File: config.mk
export PLATFORM = sky130hd
export DESIGN_NAME = pwm_timer_mc
export DESIGN_NICKNAME = d
export VERILOG_FILES = /design/src/rtl/pwm_timer_pkg.sv /design/src/rtl/pwm_tmr_ch.sv /design/src/rtl/pwm_timer_mc.sv
export SDC_FILE = /design/constraint.sdc
export NUM_CORES = 1
export LEC_CHECK = 0
export BUFFER_PORTS_ARGS = -buffer_cell sky130_fd_sc_hd__buf_2
export CORE_MARGIN = 2
export CORE_UTILIZATION = 29
export DETAILED_ROUTE_END_ITERATION = 12
export MAX_ROUTING_LAYER = met4
export PLACE_DENSITY_LB_ADDON = 0.05
export RECOVER_POWER = 25
export SLEW_MARGIN = 20
export SYNTH_ARGS = -nofsm -noshare
export SYNTH_HDL_FRONTEND = slang
export SYNTH_HIERARCHICAL = 1
export SYNTH_SLANG_ARGS = --single-unit
File: constraint.sdc
create_clock -name CLK -period 4 [get_ports CLK]
set_clock_uncertainty 0.2 [all_clocks]
set_input_delay 0.2 -clock CLK [delete_from_list [all_inputs] [get_ports CLK]]
set_output_delay 0.2 -clock CLK [all_outputs]
set_load 0.005 [all_outputs]
File: src/rtl/pwm_timer_pkg.sv
// Shared definitions for the multi-channel PWM timer: register map, CTRL bit
// positions and the counter direction type.
package pwm_timer_pkg;

    localparam int A_CTRL = 0;
    localparam int A_TOP  = 1;
    localparam int A_PSC  = 2;
    localparam int A_CMP0 = 3;

    localparam int CTRL_W   = 3;
    localparam int CTRL_EN  = 0;
    localparam int CTRL_CTR = 1;
    localparam int CTRL_OS  = 2;

    typedef enum logic {
        DIR_UP   = 1'b0,
        DIR_DOWN = 1'b1
    } dir_e;

endpackage

File: src/rtl/pwm_tmr_ch.sv
// One PWM compare channel: CMP shadow/active pair, compare against the shared
// counter and the registered, optionally inverted output.
module pwm_tmr_ch #(
    parameter int CNT_W = 16
) (
    input  logic             CLK,
    input  logic             RST,
    input  logic             cmp_wr,
    input  logic [CNT_W-1:0] wr_data,
    input  logic             load,
    input  logic [CNT_W-1:0] cnt,
    input  logic             en,
    input  logic             inv,
    output logic             pwm
);

    logic [CNT_W-1:0] cmp_sh_reg;
    logic [CNT_W-1:0] cmp_act_reg;
    logic             pwm_reg;

    always_ff @(posedge CLK) begin
        if (RST) begin
            cmp_sh_reg  <= '0;
            cmp_act_reg <= '0;
            pwm_reg     <= 1'b0;
        end else begin
            if (cmp_wr)
                cmp_sh_reg <= wr_data;
            if (load)
                cmp_act_reg <= cmp_sh_reg;
            // en is the next-cycle enable, so the idle level appears together with running=0
            pwm_reg <= en ? ((cnt < cmp_act_reg) ^ inv) : inv;
        end
    end

    assign pwm = pwm_reg;

endmodule

File: src/rtl/pwm_timer_mc.sv
// Multi-channel PWM timer: prescaler, shared edge/center-aligned period counter
// with double-buffered TOP/PSC, one-shot support and NCH compare channels.
module pwm_timer_mc
    import pwm_timer_pkg::*;
#(
    parameter  int NCH   = 4,
    parameter  int CNT_W = 16,
    parameter  int PSC_W = 8,
    localparam int AW    = $clog2(NCH + 3)
) (
    input  logic             CLK,
    input  logic             RST,
    input  logic             wr_en,
    input  logic [AW-1:0]    wr_addr,
    input  logic [CNT_W-1:0] wr_data,
    input  logic [NCH-1:0]   inv,
    output logic [NCH-1:0]   pwm,
    output logic [CNT_W-1:0] cnt_out,
    output logic             dir,
    output logic             upd_evt,
    output logic             running
);

    localparam logic [AW-1:0] AD_CTRL = AW'(A_CTRL);
    localparam logic [AW-1:0] AD_TOP  = AW'(A_TOP);
    localparam logic [AW-1:0] AD_PSC  = AW'(A_PSC);

    logic [CTRL_W-1:0] ctrl_reg, ctrl_next;
    logic [CNT_W-1:0]  top_sh_reg, top_act_reg, cnt_reg;
    logic [PSC_W-1:0]  psc_sh_reg, psc_act_reg, psc_cnt_reg;
    dir_e              dir_reg;
    logic              upd_evt_reg;
    logic              tick, upd_tick, load_act;

    always_comb begin
        tick     = (psc_cnt_reg >= psc_act_reg);
        upd_tick = 1'b0;
        if (ctrl_reg[CTRL_EN] && tick) begin
            if (!ctrl_reg[CTRL_CTR])
                upd_tick = (cnt_reg >= top_act_reg);
            else if (top_act_reg == '0)
                upd_tick = 1'b1;
            else if (dir_reg == DIR_DOWN)
                upd_tick = (cnt_reg <= CNT_W'(1));
            else
                upd_tick = (cnt_reg >= top_act_reg) && (cnt_reg == CNT_W'(1));
        end

        // A software CTRL write in the same cycle overrides the one-shot clear
        ctrl_next = ctrl_reg;
        if (upd_tick && ctrl_reg[CTRL_OS])
            ctrl_next[CTRL_EN] = 1'b0;
        if (wr_en && wr_addr == AD_CTRL)
            ctrl_next = wr_data[CTRL_W-1:0];

        load_act = upd_tick || !ctrl_reg[CTRL_EN];
    end

    always_ff @(posedge CLK) begin
        if (RST) begin
            ctrl_reg    <= '0;
            top_sh_reg  <= '0;
            top_act_reg <= '0;
            psc_sh_reg  <= '0;
            psc_act_reg <= '0;
            psc_cnt_reg <= '0;
            cnt_reg     <= '0;
            dir_reg     <= DIR_UP;
            upd_evt_reg <= 1'b0;
        end else begin
            ctrl_reg    <= ctrl_next;
            upd_evt_reg <= upd_tick;
            if (wr_en && wr_addr == AD_TOP)
                top_sh_reg <= wr_data;
            if (wr_en && wr_addr == AD_PSC)
                psc_sh_reg <= wr_data[PSC_W-1:0];
            if (load_act) begin
                top_act_reg <= top_sh_reg;
                psc_act_reg <= psc_sh_reg;
            end

            // Stopping (or starting) parks the counter at zero
            if (!ctrl_next[CTRL_EN] || !ctrl_reg[CTRL_EN]) begin
                cnt_reg     <= '0;
                psc_cnt_reg <= '0;
                dir_reg     <= DIR_UP;
            end else begin
                psc_cnt_reg <= tick ? '0 : psc_cnt_reg + PSC_W'(1);
                if (!ctrl_reg[CTRL_CTR])
                    dir_reg <= DIR_UP;
                if (tick) begin
                    if (!ctrl_reg[CTRL_CTR]) begin
                        cnt_reg <= (cnt_reg >= top_act_reg) ? '0 : cnt_reg + CNT_W'(1);
                    end else if (top_act_reg == '0) begin
                        cnt_reg <= '0;
                        dir_reg <= DIR_UP;
                    end else if (dir_reg == DIR_DOWN) begin
                        if (cnt_reg <= CNT_W'(1)) begin
                            cnt_reg <= '0;
                            dir_reg <= DIR_UP;
                        end else begin
                            cnt_reg <= cnt_reg - CNT_W'(1);
                        end
                    end else if (cnt_reg >= top_act_reg) begin
                        // Turn around at TOP; with TOP=1 the next value is already the bottom
                        cnt_reg <= cnt_reg - CNT_W'(1);
                        dir_reg <= (cnt_reg == CNT_W'(1)) ? DIR_UP : DIR_DOWN;
                    end else begin
                        cnt_reg <= cnt_reg + CNT_W'(1);
                    end
                end
            end
        end
    end

    for (genvar gi = 0; gi < NCH; gi++) begin : g_ch
        localparam logic [AW-1:0] AD_CMP = AW'(A_CMP0 + gi);
        pwm_tmr_ch #(
            .CNT_W(CNT_W)
        ) u_ch (
            .CLK    (CLK),
            .RST    (RST),
            .cmp_wr (wr_en && wr_addr == AD_CMP),
            .wr_data(wr_data),
            .load   (load_act),
            .cnt    (cnt_reg),
            .en     (ctrl_next[CTRL_EN]),
            .inv    (inv[gi]),
            .pwm    (pwm[gi])
        );
    end

    assign cnt_out = cnt_reg;
    assign dir     = dir_reg;
    assign upd_evt = upd_evt_reg;
    assign running = ctrl_reg[CTRL_EN];

endmodule

# --- Word level (Yosys, flattened, before mapping) ---
# Index checks and enable logic that the tools add are counted.
# W data, S select, Z words.
totals:
  regBits: 209
  wordCells: 85
  out_inout_bits: 23
op_classes:
  muxes: 24
  addsub: 3
  eq_ne: 7
  n_reduce_logical: 18
  bitwise_logic: 4
  n_lt_le_gt_ge: 7
ops:
  columns: ["op", "count"]
  rows:
  - ["$mux W16", 6]
  - ["$lt A16 B16 Y1", 4]
  - ["$mux W1", 18]
  - ["$add A16 B1 Y16 const B", 1]
  - ["$eq A16 B1 Y1 const B", 1]
  - ["$ge A16 B16 Y1", 1]
  - ["$le A16 B1 Y1 const B", 1]
  - ["$logic_not A16 Y1", 1]
  - ["$sub A16 B1 Y16 const B", 1]
  - ["$logic_and A1 B1 Y1", 10]
  - ["$eq A3 B3 Y1 const B", 3]
  - ["$add A8 B1 Y8 const B", 1]
  - ["$ge A8 B8 Y1", 1]
  - ["$eq A3 B2 Y1 const B", 2]
  - ["$xor A1 B1 Y1", 4]
  - ["$eq A3 B1 Y1 const B", 1]
  - ["$logic_not A3 Y1", 1]
  - ["$reduce_or A3 Y1", 1]
  - ["$logic_not A1 Y1", 2]
  - ["$logic_or A1 B1 Y1", 2]
  - ["$reduce_or A2 Y1", 1]

# --- Logic depth before layout (Yosys ltp) ---
logic_depth:
  ltp_word: 12
  depth_mapped: 14
  ltp_nobuf: 11

# --- Cells and area by module ---
# Netlist, hierarchy kept.
by_module_without_submodules:
  columns: ["module", "instances", "area_per_inst_um2", "cells_per_inst"]
  rows:
  - ["pwm_tmr_ch", 4, 1544.0, 161]
  - ["pwm_timer_mc", 1, 4408.0, 552]

# --- Worst setup path before layout ---
# OpenSTA, ideal clock, no wires.
synth_path:
  path_kind: "reg2reg"
  start: "register cnt_reg[0], in the netlist cnt_out[0]"
  end: "register g_ch[0].u_ch.pwm_reg"
  arrival_time_ns: 3.242
  setup_slack_ns: 0.434
  path_stages_with_launch: 13
  t_required_ns: 3.677
  cell_sequence: "dfxtp_1 -> inv_1 -> ha_1 -> nand2b_1 -> a2111oi_4 -> o32ai_4 -> o31ai_1 -> a21oi_2 -> buf_2 -> a31oi_1 -> o2111ai_1 -> nor4_1 -> mux2_1"
synth_via:
  elab_chain_len: 10
synth_lines:
  columns: ["item", "line", "source"]
  rows:
  - ["start, declared", "pwm_timer_mc.sv:29", "logic [CNT_W-1:0] top_sh_reg, top_act_reg, cnt_reg;"]
  - ["start signal, assigned", "pwm_timer_mc.sv:93", "cnt_reg <= (cnt_reg >= top_act_reg) ? '0 : cnt_reg + CNT_W'(1);"]
  - ["start signal, assigned", "pwm_timer_mc.sv:102", "cnt_reg <= cnt_reg - CNT_W'(1);"]
  - ["start signal, assigned", "pwm_timer_mc.sv:106", "cnt_reg <= cnt_reg - CNT_W'(1);"]
  - ["$ge A16 B16 Y1 or $eq A16 B1 Y1 (tied branches)", "pwm_timer_mc.sv:40, pwm_timer_mc.sv:46", null]
  - ["$logic_and A1 B1 Y1", "pwm_timer_mc.sv:46", "upd_tick = (cnt_reg >= top_act_reg) && (cnt_reg == CNT_W'(1));"]
  - ["$mux W1", "pwm_timer_mc.sv:43", "else if (dir_reg == DIR_DOWN)"]
  - ["$mux W1", "pwm_timer_mc.sv:41", "else if (top_act_reg == '0)"]
  - ["$mux W1 (*)", "pwm_timer_mc.sv:39", "if (!ctrl_reg[CTRL_CTR])"]
  - ["$mux W1 (*)", "pwm_timer_mc.sv:38", "if (ctrl_reg[CTRL_EN] && tick) begin"]
  - ["$logic_and A1 B1 Y1 (*)", "pwm_timer_mc.sv:51", "if (upd_tick && ctrl_reg[CTRL_OS])"]
  - ["$mux W1 (*)", "pwm_timer_mc.sv:51", null]
  - ["$mux W1 (*)", "pwm_timer_mc.sv:53", "if (wr_en && wr_addr == AD_CTRL)"]
  - ["net ctrl_next[0]", "pwm_timer_mc.sv:28", "logic [CTRL_W-1:0] ctrl_reg, ctrl_next;"]
  - ["$mux W1 (*)", "pwm_tmr_ch.sv:32", "pwm_reg <= en ? ((cnt < cmp_act_reg) ^ inv) : inv;"]
  - ["end signal, assigned", "pwm_tmr_ch.sv:32", null]
  - ["end, declared", "pwm_tmr_ch.sv:19", "logic pwm_reg;"]
# The timed path passes the listed nets; every way through them passes the cells marked *.
# A chain may end at the register's enable or synchronous reset.

# --- Worst setup path in the final report ---
layout_path:
  start: "register cnt_reg[1], in the netlist cnt_out[1]"
  end: "register g_ch[3].u_ch.pwm_reg"
layout_via:
  elab_chain_len: 10
layout_lines:
  columns: ["item", "line"]
  rows:
  - ["$ge A16 B16 Y1 or $eq A16 B1 Y1 (tied branches)", "pwm_timer_mc.sv:40, pwm_timer_mc.sv:46"]
  - ["$logic_and A1 B1 Y1", "pwm_timer_mc.sv:46"]
  - ["$mux W1", "pwm_timer_mc.sv:43"]
  - ["$mux W1", "pwm_timer_mc.sv:41"]
  - ["$mux W1 (*)", "pwm_timer_mc.sv:39"]
  - ["$mux W1 (*)", "pwm_timer_mc.sv:38"]
  - ["$logic_and A1 B1 Y1 (*)", "pwm_timer_mc.sv:51"]
  - ["$mux W1 (*)", "pwm_timer_mc.sv:51"]
  - ["$mux W1 (*)", "pwm_timer_mc.sv:53"]
  - ["net ctrl_next[0]", "pwm_timer_mc.sv:28"]
  - ["$mux W1 (*)", "pwm_tmr_ch.sv:32"]
  - ["end signal, assigned", "pwm_tmr_ch.sv:32"]
  - ["end, declared", "pwm_tmr_ch.sv:19"]
# Marks and branches as above.

==> impl_results.md <==
- CTS HTree Levels: 1
- Synth Area in XOR/XNOR: 0.005793
- CTS Buf Count: 27
- Final hold vios: 0
- Vias post-DR: 8412
- Slew Viols, Final: between 100 and 150
- Die H: 195.0 µm
- Vias/cell: 4.796
- Synth area leaders: dfxtp_1 40%, mux2i_1 14%, ha_1 10%, nor2_1 6.3%, a21oi_1 3.5%
- Number of synthesized flops with an enable pin: 0
- Avg WL per Cell: 17.94 µm
- Longest Clk Path Bufs: 3
- Actual slew at the worst max-slew pin: 2.116 ns
- Multiplexer area fraction after synthesis: 0.1406
- Initial Util: 0.2961
- Synth Instances: 1196
- Synth Area in Compound Gates: 0.1174
- Tcrit/Tclk final: 0.9187
- Post-route ant nets: 0
- Worst Setup End Kind: flip-flop
- Routed WL: 31.47 mm
- Clock Latency Late Sink: 0.54 ns
- RePlAce Congestion: 0.7737
- Post-route minimum period: 3.675 ns
- NumNets Final: 1386
- Status: finished with violations
- Die area: 38040 µm²
- Dpl ws: 0.1138 ns
- Net count after synthesis: approximately 1300
- Max_cap viols: 4
- Peak VDD IR: 0.0003268 V
- Fmax: 272.1 MHz
- Slack of the critical path: 0.3252 ns
- Min-Delay Path Class: in2reg
- Antenna cell count: 0
- CP Launch Type: flip-flop
- Fill cell total of the finished layout: roughly 3800
- PwrDens: 399.9 nW/µm²
- Final setup violating endpoints: 0
- Mapped Area: 10580 µm²
- GRT overflow: 0
- Worst setup path class: reg2reg
- CTS tree: built
- Clock slew at reported path FFs: 0.06 ns
- Ys flop type: dfxtp_1
- Util after Layout: 0.3524
- First-pass GRT wire length: 49.58 mm
- RSZ-0062 raised after global routing: false
- Share of layout cells above drive strength 1: 0.1145
- Seq/Total Area, Yosys: 0.3953
- Setup TNS Final: 0 ns
- Post-DP HPWL: 22.11 mm
- Most common cell after layout, fill and taps aside: dfxtp_1
- Commonest cells after routing, fill and taps aside: 209 x dfxtp_1, 179 x nor2_1, 143 x mux2i_1, 95 x inv_1, 88 x ha_1
- Yosys top cell by area: dfxtp_1
- Initial antenna violation count: 0
- Failing checks: max-capacitance violations, max-slew violations
- Post-synthesis adder-cell area fraction: 0.1040
- Worst Path Required: 4.23 ns
- DIE WIDTH: 195.0 µm
- Mean post-synth cell area: ~9 µm²
- Layout Area Growth over Synthesis: 19.01%
- CP arrival: ~3.9 ns
- Maximum number of pins on one net before global-route repair: 63
- Cell Rows: 69
- Detailed Route Iter0 Violations: 259
- IO Pins: just under 50
- Share of the synthesized area in the top cell type: 0.3953
- Async S/R FF share, synth: 0
- Core Footprint: approximately 36000 µm²
- Largest family of logic cells by synthesized area: simple AND/OR/NAND/NOR gates
- Synth Warn #: 6
- Post-synth cell types: roughly 60
- Lkg Pwr: 5.274 nW
- CP Max Fanout: 7
- Port Buffers: 48
- GRT Overall Usage: 0.1718
- Residual DRC count: 0
- CTS Sinks: about 210
- Relative slew slack: -0.4104
- Simple-gate share of the synthesized area: 0.1738
- Number of global-route vias before repair: 8317
- Flops & latches, synth: 209
- Clk root buf: clkbuf_16
- Initial DRT Pass Iterations: 5
## power by group
| part | internal [W] | switching [W] | total [W] | leakage, nW |
|---|---|---|---|---|
| clock | 0.00157 | 0.000996 | 0.00257 | 0.452 |
| combinational | 0.000126 | 0.000211 | 0.000336 | 3.13 |
| sequential | 0.00212 | 0.0000173 | 0.00213 | 1.69 |
## per-stage QoR
step	total power [W]	hold WS, ns	area [µm²]	cells
after detailed placement	0.002505	0.2458	11430	1679
after global routing	0.005255	0.07711	12600	1754
after CTS	0.005129	0.03137	12630	1754
final	0.005036	0.04826	12600	1754
after floorplan	0.002387	0.1360	10580	1196
after global placement	0.002507	0.2402	11430	1679
## cells by family after synthesis
| kind of cell | Yosys count |
|---|---|
| and+or+nand+nor | 392 |
| DFF | 209 |
| AOI/OAI and AO/OA | 190 |
| buffers and inverters | 162 |
| muxes | 148 |
| adders and majority gates | 88 |
| xor gates and xnor gates | 7 |
## layer usage
layer / share of wire / vias to the layer above / track usage
li1: - / 4314 / -
met1: 0.49 / 3942 / 0.2308
met2: 0.46 / 120 / 0.2750
met3: 0.027 / 36 / 0.02073
met4: 0.017 / 0 / 0.04269
met5: 0 / - / -
## critical path, stage by stage, from the launching register on
cell and delay, ns:
dfxtp_1 0.63, ha_1 0.35, a2111oi_4 0.40, o32ai_4 0.15
o31ai_1 0.25, a21oi_2 0.15, a31oi_1 0.20, buf_4 0.19
o2111ai_1 0.17, nor4_2 0.47, mux2_1 0.36
## Yosys cell counts, types with 17 or more instances
cell type / number
mux2i_1: 143
inv_1: 96
buf_2: 21
nor2_1: 179
o21ai_0: 42
or3_1: 33
dfxtp_1: 209
a21oi_1: 73
nor4_1: 17
ha_1: 88
nand2_1: 64
clkbuf_1: 38
nor3_1: 18
nand3_1: 23
## worst paths after layout
kind / from / endpoint / slack, ns / cells past startpoint
worst max-delay path: cnt_out[1]$_SDFFE_PP0N_ / g_ch[3].u_ch/pwm$_SDFF_PP0_ / 0.33 / 10
worst min-delay path: wr_addr[1] / top_sh_reg[3]$_SDFFE_PP0P_ / 0.05 / 5
worst max register to register: cnt_out[1]$_SDFFE_PP0N_ / g_ch[3].u_ch/pwm$_SDFF_PP0_ / 0.33 / 10
worst min register to register: top_sh_reg[11]$_SDFFE_PP0P_ / top_sh_reg[11]$_SDFFE_PP0P_ / 0.25 / 2
## cell type report
| class | count | area, µm² | area share |
|---|---|---|---|
| clock buffer | 32 | 734.5 | 0.05831 |
| clock inverter | 18 | 212.7 | 0.01689 |
| inverter | 96 | 361.6 | 0.02871 |
| multi-input combinational | 825 | 5754 | 0.4568 |
| sequential | 209 | 4184 | 0.3322 |
| tap | 461 | 576.8 | 0.04579 |
| timing repair buffer | 113 | 772.0 | 0.06129 |
## what timing repair did
action / 4_1_cts / 5_1_grt
hold buffers: 25 / 0
endpoints found under the setup margin: 0 / 1
setup buffers: 0 / 0
resized for setup: 0 / 1
hold endpoints to repair: 119 / 0
(Power assumes the default switching activity.)
